**src/rtl/ins_fetch_if.sv**
```systemverilog
// IF-stage bundle: branch redirect and decode stall in, instruction-memory
// req/ack handshake, and the IF/ID register outputs toward decode.
interface ins_fetch_if;
  logic        iPCSrc;
  logic [31:0] iBranchTarget;
  logic        iStall;
  logic        oImemReq;
  logic [31:0] oImemAddr;
  logic        iImemAck;
  logic [31:0] iImemData;
  logic [31:0] oins;
  logic [31:0] o_temp_npc;
  logic        oValid;
  logic [31:0] oPC;

  modport master (
    input  iPCSrc, iBranchTarget, iStall, iImemAck, iImemData,
    output oImemReq, oImemAddr, oins, o_temp_npc, oValid, oPC
  );

  modport slave (
    output iPCSrc, iBranchTarget, iStall, iImemAck, iImemData,
    input  oImemReq, oImemAddr, oins, o_temp_npc, oValid, oPC
  );
endinterface

```
**src/rtl/ins_fetch.sv**
```systemverilog
// MIPS instruction-fetch stage: owns the PC, runs one outstanding imem request,
// buffers one word across decode stalls and drains orphaned fetches on redirect.
//
// state | meaning
// IDLE  | one cycle after reset release, no request
// FETCH | request at pc outstanding, IF/ID loads on ack
// DRAIN | waiting out the ack of a fetch orphaned by a redirect
// HOLD  | fetched word parked in buffer while decode stalls
module ins_fetch #(
  parameter logic [31:0] RESET_PC = 32'h0000_0000,
  parameter logic [31:0] NOP_WORD = 32'h0000_0000
) (
  input logic          clk,
  input logic          rstn,
  ins_fetch_if.master  bus
);

  typedef enum logic [1:0] {IDLE, FETCH, DRAIN, HOLD} state_t;

  state_t      r_state, w_state_nxt;
  logic [31:0] r_pc, w_pc_nxt;
  logic [31:0] r_drain_addr, w_drain_addr_nxt;
  logic [31:0] r_buf_ins, w_buf_ins_nxt;
  logic [31:0] r_buf_npc, w_buf_npc_nxt;
  logic [31:0] r_ins, w_ins_nxt;
  logic [31:0] r_npc, w_npc_nxt;
  logic        r_valid, w_valid_nxt;
  logic [31:0] w_target;
  logic [31:0] w_pc_inc;

  assign w_target = bus.iBranchTarget & 32'hFFFF_FFFC;
  assign w_pc_inc = r_pc + 32'd4;

  always_ff @(posedge clk or negedge rstn) begin
    if (!rstn) begin
      r_state      <= IDLE;
      r_pc         <= RESET_PC;
      r_drain_addr <= 32'h0;
      r_buf_ins    <= 32'h0;
      r_buf_npc    <= 32'h0;
      r_ins        <= NOP_WORD;
      r_npc        <= 32'h0;
      r_valid      <= 1'b0;
    end else begin
      r_state      <= w_state_nxt;
      r_pc         <= w_pc_nxt;
      r_drain_addr <= w_drain_addr_nxt;
      r_buf_ins    <= w_buf_ins_nxt;
      r_buf_npc    <= w_buf_npc_nxt;
      r_ins        <= w_ins_nxt;
      r_npc        <= w_npc_nxt;
      r_valid      <= w_valid_nxt;
    end
  end

  always_comb begin
    w_state_nxt      = r_state;
    w_pc_nxt         = r_pc;
    w_drain_addr_nxt = r_drain_addr;
    w_buf_ins_nxt    = r_buf_ins;
    w_buf_npc_nxt    = r_buf_npc;
    w_ins_nxt        = r_ins;
    w_npc_nxt        = r_npc;
    w_valid_nxt      = r_valid;

    case (r_state)
      IDLE: w_state_nxt = FETCH;

      FETCH: begin
        if (bus.iPCSrc) begin
          w_pc_nxt    = w_target;
          w_ins_nxt   = NOP_WORD;
          w_npc_nxt   = 32'h0;
          w_valid_nxt = 1'b0;
          if (!bus.iImemAck) begin
            w_drain_addr_nxt = r_pc;
            w_state_nxt      = DRAIN;
          end
        end else if (bus.iImemAck) begin
          w_pc_nxt = w_pc_inc;
          if (bus.iStall) begin
            w_buf_ins_nxt = bus.iImemData;
            w_buf_npc_nxt = w_pc_inc;
            w_state_nxt   = HOLD;
          end else begin
            w_ins_nxt   = bus.iImemData;
            w_npc_nxt   = w_pc_inc;
            w_valid_nxt = 1'b1;
          end
        end else if (!bus.iStall) begin
          w_ins_nxt   = NOP_WORD;
          w_npc_nxt   = 32'h0;
          w_valid_nxt = 1'b0;
        end
      end

      // the drained word is never used; only the ack matters
      DRAIN: begin
        if (bus.iPCSrc) begin
          w_pc_nxt    = w_target;
          w_ins_nxt   = NOP_WORD;
          w_npc_nxt   = 32'h0;
          w_valid_nxt = 1'b0;
        end else if (!bus.iStall) begin
          w_ins_nxt   = NOP_WORD;
          w_npc_nxt   = 32'h0;
          w_valid_nxt = 1'b0;
        end
        if (bus.iImemAck) w_state_nxt = FETCH;
      end

      HOLD: begin
        if (bus.iPCSrc) begin
          w_pc_nxt    = w_target;
          w_ins_nxt   = NOP_WORD;
          w_npc_nxt   = 32'h0;
          w_valid_nxt = 1'b0;
          w_state_nxt = FETCH;
        end else if (!bus.iStall) begin
          w_ins_nxt   = r_buf_ins;
          w_npc_nxt   = r_buf_npc;
          w_valid_nxt = 1'b1;
          w_state_nxt = FETCH;
        end
      end

      default: w_state_nxt = IDLE;
    endcase
  end

  assign bus.oImemReq   = (r_state == FETCH) || (r_state == DRAIN);
  assign bus.oImemAddr  = (r_state == DRAIN) ? r_drain_addr : r_pc;
  assign bus.oins       = r_ins;
  assign bus.o_temp_npc = r_npc;
  assign bus.oValid     = r_valid;
  assign bus.oPC        = r_pc;

endmodule
```
**src/flat_wrapper.sv**
```systemverilog
// flat-port wrapper written by rule: the top's interface ports become plain ports
module ins_fetch_flat 
#(
  parameter logic [31:0] RESET_PC = 32'h0000_0000,
  parameter logic [31:0] NOP_WORD = 32'h0000_0000
)
  (clk, rstn, bus_iPCSrc, bus_iBranchTarget, bus_iStall, bus_iImemAck, bus_iImemData, bus_oImemReq, bus_oImemAddr, bus_oins, bus_o_temp_npc, bus_oValid, bus_oPC);
  ins_fetch_if bus_i ();
  input logic clk;
  input logic rstn;
  input wire logic [$bits(bus_i.iPCSrc)-1:0] bus_iPCSrc;
  input wire logic [$bits(bus_i.iBranchTarget)-1:0] bus_iBranchTarget;
  input wire logic [$bits(bus_i.iStall)-1:0] bus_iStall;
  input wire logic [$bits(bus_i.iImemAck)-1:0] bus_iImemAck;
  input wire logic [$bits(bus_i.iImemData)-1:0] bus_iImemData;
  output wire logic [$bits(bus_i.oImemReq)-1:0] bus_oImemReq;
  output wire logic [$bits(bus_i.oImemAddr)-1:0] bus_oImemAddr;
  output wire logic [$bits(bus_i.oins)-1:0] bus_oins;
  output wire logic [$bits(bus_i.o_temp_npc)-1:0] bus_o_temp_npc;
  output wire logic [$bits(bus_i.oValid)-1:0] bus_oValid;
  output wire logic [$bits(bus_i.oPC)-1:0] bus_oPC;
  assign bus_i.iPCSrc = bus_iPCSrc;
  assign bus_i.iBranchTarget = bus_iBranchTarget;
  assign bus_i.iStall = bus_iStall;
  assign bus_i.iImemAck = bus_iImemAck;
  assign bus_i.iImemData = bus_iImemData;
  assign bus_oImemReq = bus_i.oImemReq;
  assign bus_oImemAddr = bus_i.oImemAddr;
  assign bus_oins = bus_i.oins;
  assign bus_o_temp_npc = bus_i.o_temp_npc;
  assign bus_oValid = bus_i.oValid;
  assign bus_oPC = bus_i.oPC;
  ins_fetch #(.RESET_PC(RESET_PC), .NOP_WORD(NOP_WORD)) u_core (.clk(clk), .rstn(rstn), .bus(bus_i));
endmodule
```
**config.mk**
```make
export PLATFORM = sky130hd
export DESIGN_NAME = ins_fetch_flat
export DESIGN_NICKNAME = d
export VERILOG_FILES = /design/src/rtl/ins_fetch_if.sv /design/src/rtl/ins_fetch.sv /design/src/flat_wrapper.sv
export SDC_FILE = /design/constraint.sdc
export NUM_CORES = 1
export LEC_CHECK = 0
export ABC_CLOCK_PERIOD_IN_PS = 3500
export CAP_MARGIN = 25
export CORE_MARGIN = 5
export CORE_UTILIZATION = 55
export CTS_CLUSTER_DIAMETER = 100
export CTS_CLUSTER_SIZE = 40
export DETAILED_ROUTE_END_ITERATION = 16
export PLACE_DENSITY = 0.89
export SYNTH_ARGS = -nofsm -noshare
export SYNTH_HDL_FRONTEND = slang
export SYNTH_SLANG_ARGS = --single-unit
```
**constraint.sdc**
```tcl
create_clock -name clk -period 3.5 [get_ports clk]
set_input_delay 0.7 -clock clk [delete_from_list [all_inputs] [get_ports clk]]
set_output_delay 0.7 -clock clk [all_outputs]
set_load 0.01 [all_outputs]
```
# Word-level counts from Yosys, hierarchy flattened
# Cells that the tools add are included.
[totals] wordCells=67 out_inout_bits=130 inputBits=69 regBits=195
[classes] reduce_logical=10 muxes=36 n_addsub=1 n_bitwise=2 n_eq_ne=10
[op_table] cell="2-to-1 mux 32 bit" n=18
[op_table] cell="case mux 32 bit (3 select lines)" n=2
[op_table] cell="case mux 32 bit (2 select lines)" n=1
[op_table] cell="adder 32 x 3 -> 32 bit (second input constant)" n=1
[op_table] cell="2-to-1 mux 2 bit" n=7
[op_table] cell="inequality test 3 bit (second input constant)" n=4
[op_table] cell="AND reduction 3 bit" n=3
[op_table] cell="case mux 2 bit (4 select lines)" n=1
[op_table] cell="2-to-1 mux 1 bit" n=6
[op_table] cell="AND reduction 5 bit" n=1
[op_table] cell="== test 2 bit (second input constant)" n=2
[op_table] cell="inequality test 4 bit (second input constant)" n=1
[op_table] cell="AND reduction 4 bit" n=1
[op_table] cell="case mux 1 bit (3 select lines)" n=1
[op_table] cell="nonzero test 3 bit" n=1
[op_table] cell="== test 2 x 1 -> 1 bit (second input constant)" n=1
[op_table] cell="zero test 2 bit" n=1
[op_table] cell="inequality test 2 x 1 -> 1 bit (second input constant)" n=1
[op_table] cell="inequality test 2 bit (second input constant)" n=1
[op_table] cell="NOT 1 bit" n=2
[op_table] cell="nonzero test 2 bit" n=1
[op_table] cell="OR reduction 2 bit" n=1
[op_table] cell="logical OR 1 bit" n=1

# Longest topological paths before layout
[depth] word_depth=5 mapped_depth=10 depth_no_buf=7

# Worst setup path before layout
# OpenSTA, ideal clock, no wires.
[synth_path] kind="register -> output" start="register u_core.r_state[0]" end="output port bus_oImemAddr[10]" path_buffers=2 arrival_ns=1.661 t_required_ns=2.800 slack_ns=1.139 stages_incl_launch_ff=6 path_cell_list="dfrtp_1 -> inv_1 -> ha_1 -> clkbuf_1 -> buf_1 -> mux2_2"
[synth_between] elab_chain_len=2
[synth_lines] element="start, declared" line="ins_fetch.sv:20" text="state_t r_state, w_state_nxt;"
[synth_lines] element="start signal, assigned" line="ins_fetch.sv:45" text="r_state <= w_state_nxt;"
[synth_lines] element="== test 2 bit" line="ins_fetch.sv:132" text="assign bus.oImemAddr = (r_state == DRAIN) ? r_drain_addr : r_pc;"
[synth_lines] element="2-to-1 mux 32 bit" line="ins_fetch.sv:132"
[synth_lines] element="end, declared" line="flat_wrapper.sv:17" text="output wire logic [$bits(bus_i.oImemAddr)-1:0] bus_oImemAddr;"
# Every way passes these cells.

# Worst setup path in the final report
[layout_path] start="register u_core.r_state[0]" end="output port bus_oImemAddr[11]"
# Same word-level chain as after synthesis.

==> results.yml <==
critical_path:
  cp_max_fo: 25
  critPathArrivalTime_ps: 2500
  crit_required_ps: 2800
  critPathSlowestCell: "clkdlybuf4s50_1"
  r2r_start: "u_core.r_state[0]$_DFFE_PN0P_"
  reg2reg_to: "u_core.bus.oPC[27]$_DFFE_PN0P_"
  ff2ff_path_depth: 7
  worst_path_largest_cell_delay_ps: 490
  cp-start-kind: "register"
  crit_type: "reg2out"
  ff2ff_setup_slack_ps: 1150
  path_cells: "inv_1 -> ha_2 -> buf_12 -> mux2_2 -> clkdlybuf4s50_1"
  endpoint_kind: "primary output"
synth:
  yosysSeqAreaShare_pct: 52.8
  netlist-cell-type-count: 50
  synth_cells: 849
  yosys-top-cells-area: "dfrtp_1 53%, mux2_2 11%, o21ai_0 6.0%"
  yosysWarnings: 0
  yosysTopAreaCell: "dfrtp_1"
  yosys_register_bits: 189
  synth_area_per_cell_sq_um: 10.6
  synth_top_cell_area_share_pct: 52.8
  netlist_area_sq_mm: 0.00896
finish:
  diodes: 0
  area_delta_synth_final_pct: 30.3
  nets: 1083
  drive_above_1_share_pct: 15.6
detailed_routing:
  dr.pass1.iters: 5
  totalWireLength_mm: 25.2
  wire_per_inst_um: 20.3
  viasPerCell: 6.08
  num_vias: 7532
  drc: 0
  drt_iter0_drc: 536
  ant_nets: 0
placed_design:
  hpwl_mm: 17.3
  io_buffers: 192
  globalplace.congestion: 0.847
run:
  maxCapViolCount: 0
grt:
  grt_overflow: 0
  grtUsageTotal_pct: 27.1
  grt_pass1_wl_mm: 40.3
  grt_max_degree: 88
  grt_pass1_vias: 7773
  antenna_found_initial: 0
sta:
  hold_slack_ps: 320
  tightest_slew_ps: 899
  min_period_ps: 3200
  fin_crit_sh_pct: 91.5
  fin_skew_ps: 11.7
  fmax_mhz: 312
  rsz0062_at_grt: "false"
  finalHoldViolations: 0
  drv_slew: 0
  relSlewSlack_pct: 40.1
  setup_viol: 0
  setup_tns_ps: 0
die:
  dieArea_sq_mm: 0.0189
  fp.dieH_um: 138
  core_sq_mm: 0.0159
  die_w_um: 138
  io_pins: 199
  initial_core_util_pct: 56.2
  rows: 46
clocking:
  clk_latency_ps: 430
  clk_pin_slew_ps: 60
  htree_num_levels: 4
  clk_path_buf_depth: 2
  root_buffer: "clkbuf_16"
  cts_setup_buffers: 0
  cts_tree: "yes"
  cts_resized: 0
  clkSinkCount: 189
  holdBufCountCts: 0
  numCtsBuffers: 17
outcome:
  status: "complete, no violations"
min_path:
  min_path_type: "in2async"
power_and_ir_drop:
  total_power_mw: 11.1
  max-vdd-ir-drop_mv: 0.574
  power_density_mw_per_mm2: 955
  p_leak_nw: 4.71
## placed cells by master, fill, tap and decap left out, types with 14 or more instances in the layout
| cell type | n |
|---|---|
| nand2_1 | 101 |
| mux2_2 | 91 |
| nand3_1 | 18 |
| dfrtp_1 | 189 |
| clkdlybuf4s50_1 | 191 |
| clkbuf_16 | 17 |
| xor2_1 | 17 |
| nor2_1 | 22 |
| o22ai_1 | 14 |
| buf_4 | 16 |
| a21oi_1 | 29 |
| a22oi_1 | 58 |
| o21ai_0 | 108 |
| a2bb2oi_1 | 22 |
## cell families after synthesis
family / Yosys count / synth area share (%)
adder cells (fa/ha/maj): 5 / 0.698
other: 1 / 0.0419
flip-flops: 189 / 52.8
XOR/XNOR: 28 / 2.74
buffers and inverters: 83 / 3.80
AND/OR/NAND/NOR: 194 / 10.3
AO/OA/AOI/OAI: 254 / 17.7
multiplexers: 95 / 11.9
## layer usage
layer | GRT usage, % | up-vias | wire, um
met5 | 0 | - | 0
met4 | 10.4 | 0 | 675
met3 | 7.30 | 59 | 2660
met2 | 44.3 | 420 | 12300
met1 | 34.5 | 3686 | 9500
li1 | - | 3367 | -
## power breakdown
group          switching [mW]  internal, mW  total (mW)  leakage, nW
registers               0.935          3.21        4.14         2.30
logic                    2.45          2.62        5.07         2.12
clock network           0.838          1.10        1.93        0.287
## cell usage after synthesis, drive strengths merged
master	n
a211oi	1
a21oi	29
a22o	1
a22oi	58
a2bb2oi	22
a31oi	4
a32oi	3
and2	9
and3	5
and4	3
buf	20
clkbuf	53
clkinv	1
conb	1
dfrtp	189
ha	5
inv	9
mux2	92
mux2i	3
nand2	102
nand2b	2
nand3	19
nand4	12
nor2	23
nor2b	2
nor3	10
nor3b	1
nor4	1
o211ai	1
o21a	3
o21ai	108
o21ba	1
o21bai	1
o22a	3
o22ai	14
o31ai	1
o32a	1
o32ai	3
or2	3
or3	2
xnor2	11
xor2	17
## sequential cells by signal, indices dropped and copies added (netlist names)
| signal | flops |
|---|---|
| u_core.r_buf_ins | 32 |
| u_core.bus.oins | 32 |
| u_core.r_buf_npc | 30 |
| u_core.bus.o_temp_npc | 32 |
| u_core.r_drain_addr | 30 |
| u_core.r_state | 2 |
| u_core.bus.oPC | 30 |
| u_core.bus.oValid | 1 |
## cell type report
cell class / instances / area (sq um)
Tap cell: 216 / 270
Multi-Input combinational cell: 580 / 3940
Sequential cell: 189 / 4730
Inverter: 10 / 37.5
Clock inverter: 12 / 134
Timing Repair Buffer: 211 / 2110
Clock buffer: 20 / 457
Fill cell: 1075 / 4270
## worst max path at each step
| stage | start | to | slack (ps) | cells past startpoint |
|---|---|---|---|---|
| detailed placement | bus_iPCSrc | u_core.bus.o_temp_npc[9]$_DFFE_PN0P_ | 530 | 7 |
| floorplan | u_core.r_state[0]$_DFFE_PN0P_ | bus_oImemAddr[10] | 1140 | 5 |
| finish | u_core.r_state[0]$_DFFE_PN0P_ | bus_oImemAddr[11] | 300 | 5 |
| global route | u_core.r_state[0]$_DFFE_PN0P_ | bus_oImemAddr[8] | 220 | 5 |
| CTS | u_core.r_state[0]$_DFFE_PN0P_ | bus_oImemAddr[11] | 310 | 5 |
| global placement | bus_iPCSrc | u_core.bus.oPC[14]$_DFFE_PN0P_ | 590 | 8 |
## critical path: cells and delay by family (launching register included)
family                   cells  cell delay (ps)
multiplexers                 1              360
flip-flops                   1              410
adder cells (fa/ha/maj)      1              440
buffers and inverters        3              830
## stage by stage
stage               setup WS (ps)  utilization [%]  instance area [sq um]  instances
floorplan                    1140                -                   8970        852
global placement              591             69.5                  11100       1206
detailed placement            528             69.5                  11100       1206
CTS                           308             73.2                  11700       1238
global route                  219             73.2                  11700       1238
finish                        299             73.2                  11700       1238
No activity file was read; power rests on OpenSTA's default activity.
